==> src/rtl/spi2apb_bridge_p.sv <==
// SPI slave frame engine running one APB3 master transfer per fixed-length frame.
// Ports: sclk/resetn/ss/mosi/miso SPI side; b_* APB master side (b_pclk = sclk); err = last status.
module spi2apb_bridge_p #(
  parameter int ADDR_W   = 7,
  parameter int DATA_W   = 16,
  parameter int WAIT_CYC = 4
) (
  input  logic              sclk,
  input  logic              resetn,
  input  logic              ss,
  input  logic              mosi,
  output logic              miso,
  output logic              b_pclk,
  output logic              b_resetn,
  output logic [ADDR_W-1:0] b_paddr,
  output logic [DATA_W-1:0] b_pwdata,
  output logic              b_pwrite,
  output logic              b_psel,
  output logic              b_penable,
  input  logic [DATA_W-1:0] b_prdata,
  input  logic              b_pready,
  input  logic              b_pslverr,
  output logic              err
);

  localparam int FL = 1 + ADDR_W + DATA_W + WAIT_CYC;
  localparam int EA = 1 + ADDR_W;
  localparam int ED = EA + DATA_W;
  localparam int CW = $clog2(FL + 2);

  localparam logic [CW-1:0] C_FL = CW'(FL);
  localparam logic [CW-1:0] C_EA = CW'(EA);
  localparam logic [CW-1:0] C_ED = CW'(ED);
  localparam logic [CW-1:0] C_RL = CW'(EA + WAIT_CYC);
  localparam logic [CW-1:0] C_WT = CW'(ED + WAIT_CYC);

  typedef enum logic [3:0] {
    IDLE, CMD, ADDR, WDATA, SETUP,
    ACCESS, RDATA, TAIL, DONE
  } state_t;

  state_t            state;
  logic [CW-1:0]     cnt;
  logic [CW-1:0]     e;
  logic              rw;
  logic [ADDR_W-1:0] ash;
  logic [DATA_W-2:0] dsh;
  logic [DATA_W-1:0] rdata;
  logic [DATA_W-1:0] rsh;
  logic [ADDR_W-1:0] a_nxt;
  logic [DATA_W-1:0] d_nxt;
  logic [DATA_W-1:0] ld;
  logic              psel_q;
  logic              pen_q;
  logic              tmo;

  // e is the 1-based index of the edge being taken now
  assign e     = cnt + CW'(1);
  assign a_nxt = {ash[ADDR_W-2:0], mosi};
  assign d_nxt = {dsh, mosi};
  assign tmo   = (e == (rw ? C_WT : C_RL));
  // miso word when completion and the miso load share an edge
  assign ld    = b_pready ? b_prdata : '1;

  assign b_pclk    = sclk;
  assign b_resetn  = resetn;
  assign b_psel    = psel_q & ~ss;
  assign b_penable = pen_q & ~ss;

  always_ff @(posedge sclk or negedge resetn) begin
    if (!resetn) begin
      state    <= IDLE;
      cnt      <= '0;
      rw       <= 1'b0;
      ash      <= '0;
      dsh      <= '0;
      rdata    <= '0;
      rsh      <= '0;
      psel_q   <= 1'b0;
      pen_q    <= 1'b0;
      miso     <= 1'b0;
      b_paddr  <= '0;
      b_pwdata <= '0;
      b_pwrite <= 1'b0;
      err      <= 1'b0;
    end else if (ss) begin
      if (state == SETUP || state == ACCESS)
        err <= 1'b1;
      state  <= IDLE;
      cnt    <= '0;
      psel_q <= 1'b0;
      pen_q  <= 1'b0;
      miso   <= 1'b0;
    end else begin
      if (cnt != C_FL)
        cnt <= e;
      miso <= 1'b0;
      unique case (state)
        IDLE: begin
          rw    <= mosi;
          state <= CMD;
        end
        CMD, ADDR: begin
          ash <= a_nxt;
          if (e == C_EA) begin
            if (rw) begin
              state <= WDATA;
            end else begin
              b_paddr  <= a_nxt;
              b_pwrite <= 1'b0;
              psel_q   <= 1'b1;
              state    <= SETUP;
            end
          end else begin
            state <= ADDR;
          end
        end
        WDATA: begin
          dsh <= d_nxt[DATA_W-2:0];
          if (e == C_ED) begin
            b_paddr  <= ash;
            b_pwdata <= d_nxt;
            b_pwrite <= 1'b1;
            psel_q   <= 1'b1;
            state    <= SETUP;
          end
        end
        SETUP: begin
          pen_q <= 1'b1;
          state <= ACCESS;
        end
        ACCESS: begin
          if (b_pready || tmo) begin
            psel_q <= 1'b0;
            pen_q  <= 1'b0;
            err    <= b_pready ? b_pslverr : 1'b1;
            rdata  <= ld;
            if (!rw && e == C_RL) begin
              miso  <= ld[DATA_W-1];
              rsh   <= {ld[DATA_W-2:0], 1'b0};
              state <= RDATA;
            end else if (e == C_FL) begin
              state <= DONE;
            end else begin
              state <= TAIL;
            end
          end
        end
        TAIL: begin
          if (!rw && e == C_RL) begin
            miso  <= rdata[DATA_W-1];
            rsh   <= {rdata[DATA_W-2:0], 1'b0};
            state <= RDATA;
          end else if (e == C_FL) begin
            state <= DONE;
          end
        end
        RDATA: begin
          if (e == C_FL) begin
            state <= DONE;
          end else begin
            miso <= rsh[DATA_W-1];
            rsh  <= {rsh[DATA_W-2:0], 1'b0};
          end
        end
        DONE: begin
          state <= DONE;
        end
        default: state <= IDLE;
      endcase
    end
  end

endmodule
==> config.mk <==
export PLATFORM = sky130hd
export DESIGN_NAME = spi2apb_bridge_p
export DESIGN_NICKNAME = d
export VERILOG_FILES = /design/src/rtl/spi2apb_bridge_p.sv
export SDC_FILE = /design/constraint.sdc
export NUM_CORES = 1
export LEC_CHECK = 0
export ABC_AREA = 1
export CAP_MARGIN = 20
export CELL_PAD_IN_SITES_DETAIL_PLACEMENT = 1
export CELL_PAD_IN_SITES_GLOBAL_PLACEMENT = 1
export CORE_MARGIN = 8
export CORE_UTILIZATION = 38
export DETAILED_ROUTE_END_ITERATION = 10
export PLACE_DENSITY_LB_ADDON = 0.3
export SETUP_SLACK_MARGIN = 0.05
export SLEW_MARGIN = 20
export SYNTH_ARGS = -nofsm -noshare
export SYNTH_HDL_FRONTEND = slang
export SYNTH_SLANG_ARGS = --single-unit
==> constraint.sdc <==
create_clock -name sclk -period 1.6 [get_ports sclk]
set_input_delay 0.24 -clock sclk [delete_from_list [all_inputs] [get_ports sclk]]
set_output_delay 0.24 -clock sclk [all_outputs]
set_load 0.02 [all_outputs]
# Word-level counts from Yosys, hierarchy flattened
# Index checks and enable logic that the tools add are counted.
# totals
reg_bits	92
inputBits	22
elab_cells	113
memories	0
output_inout_bits	30
rom_bits	0
latch_bits	0
ramBits	0
# op_classes
div	0
mux	45
add_sub_neg	1
n_shift	0
mul	0
n_bitwise	3
n_lt_le_gt_ge	0
reduce_logical	24
eq_ne	26
# ops
op	n
2-to-1 mux 16 bit	5
one-hot mux 16 bit (3 select lines)	1
2-to-1 mux 4 bit	8
one-hot mux 4 bit (8 select lines)	1
2-to-1 mux 7 bit	3
2-to-1 mux 1 bit	18
== test 4 x 3 -> 1 bit, second input constant	4
2-to-1 mux 5 bit	3
one-hot mux 7 bit (2 select lines)	1
== test 5 x 4 -> 1 bit, second input constant	2
== test 5 bit, second input constant	2
inequality test 2 bit, second input constant	5
AND reduction 2 bit	5
AND reduction 5 bit	2
inequality test 3 bit, second input constant	3
AND reduction 3 bit	3
== test 4 x 2 -> 1 bit, second input constant	2
nonzero test 2 bit	4
inequality test 2 x 1 -> 1 bit, second input constant	3
one-hot mux 1 bit (3 select lines)	2
AND reduction 6 bit	1
nonzero test 3 bit	2
adder 5 x 1 -> 5 bit, second input constant	1
== test 5 bit	1
14 further kinds	17

# Longest topological paths before layout
# logic_depth
depth_word	7
ltp_mapped	12
mapped_depth_nobuf	12

==> results_dict.tcl <==
set metrics [dict create \
    antenna_found_initial 0 \
    die_area_um2 15690 \
    rows 40 \
    slowest_stage "dfrtp_1" \
    synth_nets 565 \
    switchingPower_mw 3.697 \
    drt-vias-per-instance 5.241 \
    finalInstanceArea_um2 6524 \
    path_clk_slew_ns 0.08 \
    coreArea_um2 11810 \
    swShare_pct 37.89 \
    ys.flop_type "dfrtp_1" \
    dp_cells 755 \
    clk_latency_ns 0.46 \
    drt_iter0_drc 169 \
    stdcell_count 791 \
    routabilityCongestion 0.8440 \
    tritoncts "done" \
    end_kind "flop" \
    final_nets 664 \
    globalRouteTotalUtil_pct 18.07 \
    ios 52 \
    max_slew.worst_pin.slew_ns 0.5073 \
    cpPeakStageDelay_ns 0.42 \
    slew_headroom_pct 66.18 \
    grt_pass1_wl_um 22870 \
    path_cells "ha_4 -> nand4_1 -> nand2_4 -> nor2_4 -> nand2_2 -> nand2_2 -> nand3_4 -> buf_6 -> buf_12 -> nand2_1 -> o21ai_2" \
    synthArstFlopShare_pct 100.0 \
    p_int_mw 6.059 \
    synth_top_area_share_pct 50.21 \
    wire_per_inst_um 18.53 \
    p_seq_share_pct 38.7 \
    arrival_ns 2.16 \
    synth_cells 540 \
    max_freq_ghz 0.5535 \
    initial_core_util_pct 38.40 \
    outcome "finished with violations" \
    criticalPathCategory "reg2reg" \
    fin_skew_ns 0.01038 \
    ys_ff_latch 91 \
    cp_max_fo 8 \
    die_w_um 125.3 \
    portBuffers 51 \
    die_h_um 125.3 \
    yosys-top-cells-area "dfrtp_1 50%, nand2_1 14%, o21ai_2 7.3%" \
    power_frac_comb_pct 33.7 \
    yosys_warnings 0 \
    hp-class "in2reg" \
    rrSetupSlack_ns -0.21 \
    period_share_pct 112.9 \
    syn_to_final_growth_pct 43.83 \
    ir_drop_v 0.001036 \
    synth_common_cells "166 x nand2_1, 91 x dfrtp_1, 44 x o21ai_0, 43 x inv_1, 38 x o21ai_2" \
    synth_edf_count 0 \
    dr.pass1.iters 4 \
    avgSynthCellArea_um2 8.399 \
    hpwl_um 8252 \
    setup_viol 62 \
    p_per_area_nw_per_um2 1495 \
    slew_viol_final 0 \
    fin_ws_ns -0.2068 \
    drc 0 \
    drive_above_1_share_pct 36.02 \
    pwr-share-clk_pct 27.6 \
    drt-total-wl_um 14660 \
    start_kind "flop" \
    syn_area_um2 4536 \
    violations "setup timing" \
    diodes 0 \
    overflow 0 \
    fin_setup_tns_ns -8.301 \
    drv_cap 0 \
    place_area_um2 5508 \
    yosys.area.top_type "dfrtp_1" \
    period_minus_slack_ns 1.807 \
    vias 4146 \
    grt_setup_unrepaired "true" \
    dp_slack_ns -0.3364 \
    leakage_nw 3.030 \
    synth.most_common_cell "nand2_1" \
    cp.required_ns 1.95 \
    whs_ns 0.4282 \
    grt_pass1_vias 4485 \
    fin_total_pwr_mw 9.755 \
    postRouteAntennaNets 0 \
    yosysUniqueCellTypes 25 \
    cpMostUsedCell "nand2_2" \
    grt_max_degree 92 \
    yosysSeqAreaShare_pct 50.21 \
    utilization_pct 55.23 \
    hold_viol_final 0 \
]
==> per-layer routing <==
layer  GRT usage [%]  share of wire (%)
met1           20.88                 42
met2           31.48                 52
met3           3.060                2.8
met4           9.527                3.2
met5               0                  0
==> critical path, delay by kind of cell (launching register included) <==
family	cells	cell delay [ns]
adder cells (fa/ha/maj)	1	0.20
buffers and inverters	2	0.30
flip-flops	1	0.42
AO/OA/AOI/OAI	1	0.05
AND/OR/NAND/NOR	7	0.71
==> power by group through the flow <==
stage	registers, mW	logic, mW	clock network [mW]
4_1_cts	3.71	3.01	2.74
6_report	3.78	3.29	2.69
3_5_place_dp	3.69	2.74	0.0839
3_3_place_gp	3.65	2.59	0.0839
2_1_floorplan	3.69	1.76	0.0730
5_1_grt	3.87	3.61	2.85
==> repair_timing <==
item,CTS,global route
setup buffers,5,4
resized for setup,112,40
endpoints found under the hold margin,91,0
gates cloned,4,3
setup endpoints to repair,91,86
pin swaps,17,14
hold buffers,1,0
==> layout make-up <==
type / count / area, um^2
clock buffer: 13 / 311.5
clock inverter: 7 / 87.58
fill: 1313 / 5288
inverter: 51 / 202.7
multi-input combinational: 375 / 2308
sequential: 91 / 2282
tap: 147 / 183.9
timing repair buffer: 107 / 1147
==> kinds of logic after synthesis <==
| logic type | share of synthesized area [%] |
|---|---|
| AO/OA/AOI/OAI | 16.63 |
| adder cells (fa/ha/maj) | 0.8277 |
| buffers and inverters | 8.083 |
| flip-flops | 50.21 |
| AND/OR/NAND/NOR | 24.25 |
==> state kept, by name (all words and copies together), names as in the netlist <==
register / count
rw: 1
miso: 1
err: 1
pen_q: 1
ash: 7
rdata: 16
b_paddr: 7
rsh: 15
b_pwdata: 16
psel_q: 1
state: 4
dsh: 15
b_pwrite: 1
cnt: 5
==> worst paths after layout <==
check                           startpoint          to  cells after the start
worst max-delay path                cnt[1]      rsh[9]                     11
worst min register to register  b_paddr[0]  b_paddr[0]                      2
worst min-delay path                  mosi      dsh[0]                      3
worst max register to register      cnt[1]      rsh[9]                     11
min in group asynchronous           resetn    rdata[8]                      3
max in group asynchronous           resetn    state[0]                      3
==> placed cells by master (no fill, tap or decap), types with 9 or more instances in the layout <==
cell	instances
nand2_1	108
dfrtp_1	87
nand2_2	45
o21ai_0	42
inv_1	41
o21ai_2	38
buf_4	31
dlygate4sd2_1	27
nor2_1	24
o21ai_1	21
clkdlybuf4s50_1	20
nand2_4	19
a21oi_1	17
clkbuf_16	14
nand3_1	11
buf_6	11
nor2_4	10
buf_12	9
(Power assumes the default switching activity.)
